File: config.mk
export PLATFORM = sky130hd
export DESIGN_NAME = bcd_to_binary_flat
export DESIGN_NICKNAME = d
export VERILOG_FILES = /design/src/rtl/bcd_to_binary_if.sv /design/src/rtl/bcd_to_binary.sv /design/src/flat_wrapper.sv
export SDC_FILE = /design/constraint.sdc
export NUM_CORES = 1
export LEC_CHECK = 0
export CAP_MARGIN = 20
export CORE_ASPECT_RATIO = 1.5
export CORE_MARGIN = 2
export CORE_UTILIZATION = 53
export DETAILED_ROUTE_END_ITERATION = 10
export PLACE_DENSITY = 0.78
export SKIP_LAST_GASP = 1
export SYNTH_ARGS = -nofsm -noshare
export SYNTH_HDL_FRONTEND = slang
export SYNTH_SLANG_ARGS = --single-unit
File: constraint.sdc
create_clock -name clk -period 1.6 [get_ports clk]
set_input_delay 0.16 -clock clk [delete_from_list [all_inputs] [get_ports clk]]
set_output_delay 0.16 -clock clk [all_outputs]
set_load 0.01 [all_outputs]
File: src/rtl/bcd_to_binary_if.sv
// ---------------------------------------------------------------------------
// bcd_to_binary_if : request/result bundle for the BCD-to-binary converter, rev 1.0
// ---------------------------------------------------------------------------
`default_nettype none

interface bcd_to_binary_if;
  logic       start;
  logic [1:0] hundreds;
  logic [3:0] tens;
  logic [3:0] ones;
  logic [7:0] bin;
  logic       busy;
  logic       done;
  logic       err;

  modport master (
    output start, hundreds, tens, ones,
    input  bin, busy, done, err
  );

  modport slave (
    input  start, hundreds, tens, ones,
    output bin, busy, done, err
  );
endinterface

`default_nettype wire

File: src/rtl/bcd_to_binary.sv
// ---------------------------------------------------------------------------
// bcd_to_binary : iterative reverse double-dabble, 3-digit BCD to 8-bit binary, rev 1.0
// ---------------------------------------------------------------------------
`default_nettype none

module bcd_to_binary (
  input  logic            clk,
  input  logic            reset,
  bcd_to_binary_if.slave  bus
);

  typedef enum logic [1:0] {
    IDLE = 2'd0,
    CONV = 2'd1,
    DONE = 2'd2
  } state_t;

  state_t      state;
  logic [11:0] bcd;
  logic [7:0]  sh;
  logic [2:0]  count;

  logic        in_range;
  logic [11:0] bcd_shift;
  logic [11:0] bcd_next;
  logic [7:0]  sh_next;

  function automatic logic [3:0] fix3(input logic [3:0] n);
    return (n >= 4'd8) ? (n - 4'd3) : n;
  endfunction

  always_comb begin
    // Anything above 255 cannot be represented in the 8-bit result.
    in_range = (bus.tens <= 4'd9) && (bus.ones <= 4'd9) && (bus.hundreds != 2'd3) &&
               !((bus.hundreds == 2'd2) &&
                 ((bus.tens > 4'd5) || ((bus.tens == 4'd5) && (bus.ones > 4'd5))));
    bcd_shift = {1'b0, bcd[11:1]};
    sh_next   = {bcd[0], sh[7:1]};
    bcd_next  = {fix3(bcd_shift[11:8]), fix3(bcd_shift[7:4]), fix3(bcd_shift[3:0])};
  end

  always_ff @(posedge clk) begin
    if (reset) begin
      state    <= IDLE;
      bcd      <= 12'h000;
      sh       <= 8'h00;
      count    <= 3'd0;
      bus.bin  <= 8'h00;
      bus.busy <= 1'b0;
      bus.done <= 1'b0;
      bus.err  <= 1'b0;
    end else begin
      case (state)
        IDLE: begin
          bus.done <= 1'b0;
          if (bus.start) begin
            bus.busy <= 1'b1;
            if (in_range) begin
              bcd     <= {2'b00, bus.hundreds, bus.tens, bus.ones};
              sh      <= 8'h00;
              count   <= 3'd0;
              bus.err <= 1'b0;
              state   <= CONV;
            end else begin
              bus.bin  <= 8'h00;
              bus.err  <= 1'b1;
              bus.done <= 1'b1;
              state    <= DONE;
            end
          end
        end
        CONV: begin
          bcd <= bcd_next;
          sh  <= sh_next;
          if (count == 3'd7) begin
            bus.bin  <= sh_next;
            bus.done <= 1'b1;
            state    <= DONE;
          end else begin
            count <= count + 3'd1;
          end
        end
        DONE: begin
          bus.done <= 1'b0;
          bus.busy <= 1'b0;
          state    <= IDLE;
        end
        default: begin
          bus.done <= 1'b0;
          bus.busy <= 1'b0;
          state    <= IDLE;
        end
      endcase
    end
  end

endmodule

`default_nettype wire
File: src/flat_wrapper.sv
// flat-port wrapper written by rule: the top's interface ports become plain ports
module bcd_to_binary_flat 
  (clk, reset, bus_start, bus_hundreds, bus_tens, bus_ones, bus_bin, bus_busy, bus_done, bus_err);
  bcd_to_binary_if bus_i ();
  input  logic clk;
  input  logic reset;
  input wire logic [$bits(bus_i.start)-1:0] bus_start;
  input wire logic [$bits(bus_i.hundreds)-1:0] bus_hundreds;
  input wire logic [$bits(bus_i.tens)-1:0] bus_tens;
  input wire logic [$bits(bus_i.ones)-1:0] bus_ones;
  output wire logic [$bits(bus_i.bin)-1:0] bus_bin;
  output wire logic [$bits(bus_i.busy)-1:0] bus_busy;
  output wire logic [$bits(bus_i.done)-1:0] bus_done;
  output wire logic [$bits(bus_i.err)-1:0] bus_err;
  assign bus_i.start = bus_start;
  assign bus_i.hundreds = bus_hundreds;
  assign bus_i.tens = bus_tens;
  assign bus_i.ones = bus_ones;
  assign bus_bin = bus_i.bin;
  assign bus_busy = bus_i.busy;
  assign bus_done = bus_i.done;
  assign bus_err = bus_i.err;
  bcd_to_binary u_core (.clk(clk), .reset(reset), .bus(bus_i));
endmodule
## Yosys cells after proc, flatten, opt, wreduce, memory -nomap -nowiden

Index checks and enable logic that the tools add are counted.

- Bits in registers: 36
- Word-level logic and storage cells: 69

- Add/sub/neg operators: 3
- Magnitude comparators: 6
- Equal/unequal tests: 10
- Multiplexer cells: 26
- Bitwise logic cells: 1
- Reductions and logical operators: 15

Operator list:

| operator | number |
|---|---|
| 8-bit two-way mux | 5 |
| 8-bit case mux with 2 select lines | 2 |
| 12-bit two-way mux | 2 |
| 12-bit case mux with 2 select lines | 1 |
| 3-bit two-way mux | 3 |
| 4-bit greater-or-equal comparator, second input constant | 2 |
| 4-bit by 3-bit greater-than comparator with 1-bit output, second input constant | 2 |
| 4-bit <= comparator, second input constant | 2 |
| 4-bit two-way mux | 2 |
| 2-bit inequality test, second input constant | 4 |
| 4-bit AND reduction | 2 |
| 4-bit by 2-bit subtractor with 4-bit output, second input constant | 2 |
| 2-bit two-way mux | 3 |
| 3-bit case mux with 2 select lines | 1 |
| 2-bit AND reduction | 3 |
| 1-bit logical AND | 5 |
| 4-bit by 3-bit equality test with 1-bit output, second input constant | 1 |
| 1-bit two-way mux | 4 |
| 2-bit by 1-bit inequality test with 1-bit output, second input constant | 2 |
| 1-bit case mux with 2 select lines | 2 |
| 2-bit case mux with 2 select lines | 1 |
| 3-bit by 1-bit adder with 3-bit output, second input constant | 1 |
| 3-bit equality test, second input constant | 1 |
| 3-bit AND reduction | 1 |
| 7 further kinds | 7 |

## Depth between registers and ports, before layout

- Word-level depth: 9
- Depth in mapped cells: 6
- Mapped depth without buffers: 6

## Worst setup path after synthesis

OpenSTA, ideal clock, no wires.

- Kind: register -> register
- Start point: register u_core.state[1]
- End point: register u_core.bcd[1]
- Library setup time: 0.129 ns
- Arrival time: 1.322 ns
- Data required time: 1.471 ns
- Path slack: 0.149 ns
- Stages on the path, launching flop included: 7
- Cell sequence: dfxtp_1 -> nor2b_1 -> and3_2 -> a311o_2 -> buf_6 -> mux2i_1 -> nor2_1

- Word-level cells in the longest chain between the ends: 3

Ends and longest elaborated chain:

| what | RTL line | source |
|---|---|---|
| start, declared | bcd_to_binary.sv:18 | `state_t state;` |
| start signal, assigned | bcd_to_binary.sv:44 | `state <= IDLE;` |
| start signal, assigned | bcd_to_binary.sv:63 | `state <= CONV;` |
| start signal, assigned | bcd_to_binary.sv:68 | `state <= DONE;` |
| 2-bit zero test / 2-bit by 1-bit equality test with 1-bit output (equally long branches) | bcd_to_binary.sv:53 | `case (state)` |
| 2-bit by 1-bit inequality test with 1-bit output (no source line), or another cell as far along | n/a |  |
| 3-bit AND reduction (no source line) | n/a |  |
| end signal, assigned | bcd_to_binary.sv:59 | `bcd <= {2'b00, bus.hundreds, bus.tens, bus.ones};` |
| end signal, assigned | bcd_to_binary.sv:73 | `bcd <= bcd_next;` |
| end, declared | bcd_to_binary.sv:19 | `logic [11:0] bcd;` |

Several ways; a longest one is shown, not always the timed one.
A chain may end at the register's enable or synchronous reset.

## Worst setup path after layout

- Start point: input bus_start
- End point: register u_core.bcd[4]

- Word-level cells in the longest chain between the ends: 2

Ends and longest elaborated chain:

| what | RTL line | source |
|---|---|---|
| start, declared | flat_wrapper.sv:7 | `input wire logic [$bits(bus_i.start)-1:0] bus_start;` |
| 2-bit inequality test (no source line) | n/a |  |
| 3-bit AND reduction (no source line) | n/a |  |

No other way between the ends.

==> results_dict.tcl <==
set metrics [dict create \
    wl_met2_mm 2.425 \
    fp.dieArea_um2 3519 \
    finClkSkew_ps 3.233 \
    placed_area_um2 1974 \
    finalHoldViolations 0 \
    rows 24 \
    power.share.clock_pct 33.4 \
    syn_to_final_growth_pct 31.17 \
    cts_tree "yes" \
    globalplace.congestion 0.7708 \
    coreArea_um2 2913 \
    grt_pass1_wl_mm 6.720 \
    crit_path_start_kind "primary input" \
    start_util_pct 55.54 \
    layout_commonest_cell "dfxtp_1" \
    ys_types 33 \
    p_int_uw 1321 \
    ios 24 \
    p_sw_uw 505.2 \
    path_class "primary input to register" \
    synthCells 184 \
    antenna_cells 0 \
    synth_area_leaders "dfxtp_1 41%, mux2i_1 6.8%, a21oi_1 5.9%" \
    leakagePower_uw 0.0008290 \
    wl_met3_um 124 \
    power_density_nw_per_um2 860.8 \
    ir_worst_vdd_v 0.0008972 \
    relSlewSlack_pct 76.96 \
    critPathRequiredTime_ps 1780 \
    numCtsBuffers 5 \
    arrival_ps 1720 \
    fin_util_pct 72.85 \
    avgSynthCellArea_um2 8.792 \
    seq_area_um2 660.6 \
    slew_viol_final 0 \
    clk_latency_ps 280 \
    syn_nets 203 \
    ant_nets 0 \
    clock_sinks 33 \
    whs_ps 249.2 \
    grt_pass1_vias 1563 \
    vias 1524 \
    fillers 235 \
    critPathCaptureType "register" \
    port_buffers 23 \
    place_hpwl_mm 2.974 \
    synth_top_area_share_pct 40.84 \
    die_h_um 71.67 \
    hp-class "primary input to register" \
    seq_area_frac_synth_pct 40.84 \
    cts_hold_buf 0 \
    timing.final.crit_period_ps 1538 \
    fmax_mhz 650.0 \
    path_clk_slew_ps 70 \
    finalCritPeriodShare_pct 96.15 \
    cts_root_buffer "clkbuf_8" \
    highest_layer "met4" \
    synth_area_um2 1618 \
    cts_buffer_depth 2 \
    wl_met1_mm 1.519 \
    fin_area_um2 2122 \
    path_max_fanout 3 \
    p_comb_share_pct 18.0 \
    grt.overflow.total 0 \
    grt_start_max_net_pins 24 \
    rsz0062_at_grt "true" \
    htree_levels 2 \
    finalSetupViolations 0 \
    vias_per_cell 5.795 \
    worst_pin_slew_ps 343.3 \
    wl_per_cell_um 15.73 \
    drt-total-wl_mm 4.138 \
    rrSetupSlack_ps 80 \
    die_w_um 49.11 \
    layout.cells.most_common_list "33 x dfxtp_1, 19 x nand2_1, 19 x a21oi_1, 19 x buf_4, 17 x nand3_1" \
    grt_use_total_pct 24.66 \
    route.detailed.drc 0 \
    drtPass1Iterations 4 \
    finalNetCount 242 \
    status "finished clean" \
    synth_area_leader_cell "dfxtp_1" \
    synth_seq_cells 33 \
    p_sw_share_pct 27.66 \
    cap_viol_max_count 0 \
    drtIter0Drc 26 \
    ys_warn_count 0 \
    seqPwrFrac_pct 48.5 \
    antenna_found_initial 0 \
    multi_input_area_um2 892.1 \
    drive_gt1_share_pct 18.30 \
]
-- sequential cells by signal (all words and copies together), names as in the netlist --
signal	flops
u_core.bcd	10
u_core.bus.bin	8
u_core.sh	7
u_core.count	3
u_core.state	2
u_core.bus.busy	1
u_core.bus.done	1
u_core.bus.err	1
-- power groups by stage --
| stage | Clock [uW] | Combinational (uW) | Sequential (uW) |
|---|---|---|---|
| after global placement | 0 | 291 | 902 |
| final | 610 | 330 | 887 |
| after CTS | 621 | 316 | 886 |
| after floorplan | 0 | 183 | 899 |
| after detailed placement | 0 | 301 | 903 |
| after global routing | 637 | 359 | 890 |
-- per-layer routing --
layer / up-vias / GRT usage, %
li1: 740 / -
met1: 740 / 23.41
met2: 36 / 48.95
met4: 0 / 12.38
met5: - / 0
met3: 8 / 4.375
-- synth_stat cells, drive strengths merged --
master  number
dfxtp       33
a21oi       21
nand2       19
nand3       17
mux2i       11
nor2        10
a22oi        9
o21ai        8
buf          7
a211oi       6
clkbuf       6
ha           6
inv          6
nor2b        4
xnor2        4
nand2b       2
o32a         2
o32ai        2
a221o        1
a311o        1
a311oi       1
a31oi        1
and2         1
and3         1
nor3         1
nor4         1
o211ai       1
o21a         1
o22ai        1
-- area by class of cell --
class,instances,area share (%)
inverter,6,1.061
tap,39,2.300
multi-input combinational,132,42.04
clock inverter,2,0.4717
clock buffer,6,3.420
sequential,33,31.13
timing repair buffer,45,19.58
-- logic make-up (layout without fill, tap and decap cells) --
logic type / Yosys count / count (layout) / share of synthesized area [%]
and+or+nand+nor: 56 / 56 / 15.85
AOI/OAI and AO/OA: 55 / 55 / 24.28
DFF: 33 / 33 / 40.84
buffers and inverters: 19 / 59 / 5.413
muxes: 11 / 11 / 6.806
adders and majority gates: 6 / 6 / 4.640
xor gates and xnor gates: 4 / 4 / 2.165
-- worst max-delay path, stage by stage --
cell and delay [ps]:
clkdlybuf4s50_1 460, nor2b_1 170, and3_2 200, a311o_2 360, buf_6 140, mux2i_2 170
nor2_1 50
-- what timing repair did --
action,4_1_cts,5_1_grt
buffers inserted,2,1
endpoints found under the setup margin,25,23
resized for setup,6,11
pin swaps,2,5
gates cloned,0,0
-- worst paths after layout --
check                   from           endpoint  cells after the start
max reg2reg  u_core.count[0]  u_core.bus.bin[6]                      5
min          bus_hundreds[1]      u_core.bcd[9]                      3
min reg2reg  u_core.bus.busy    u_core.bus.busy                      2
max                bus_start      u_core.bcd[4]                      7
-- through the flow --
stage / setup WS, ps / std cells / power, uW / setup TNS [ps]
final: 61.64 / 263 / 1827 / 0
after global placement: -321.8 / 252 / 1193 / -8157
after detailed placement: -426.6 / 252 / 1205 / -10540
after global routing: -20.02 / 263 / 1886 / -70.18
after floorplan: 149.2 / 184 / 1082 / 0
after CTS: 21.49 / 262 / 1823 / 0
No activity file was read; power rests on OpenSTA's default activity.
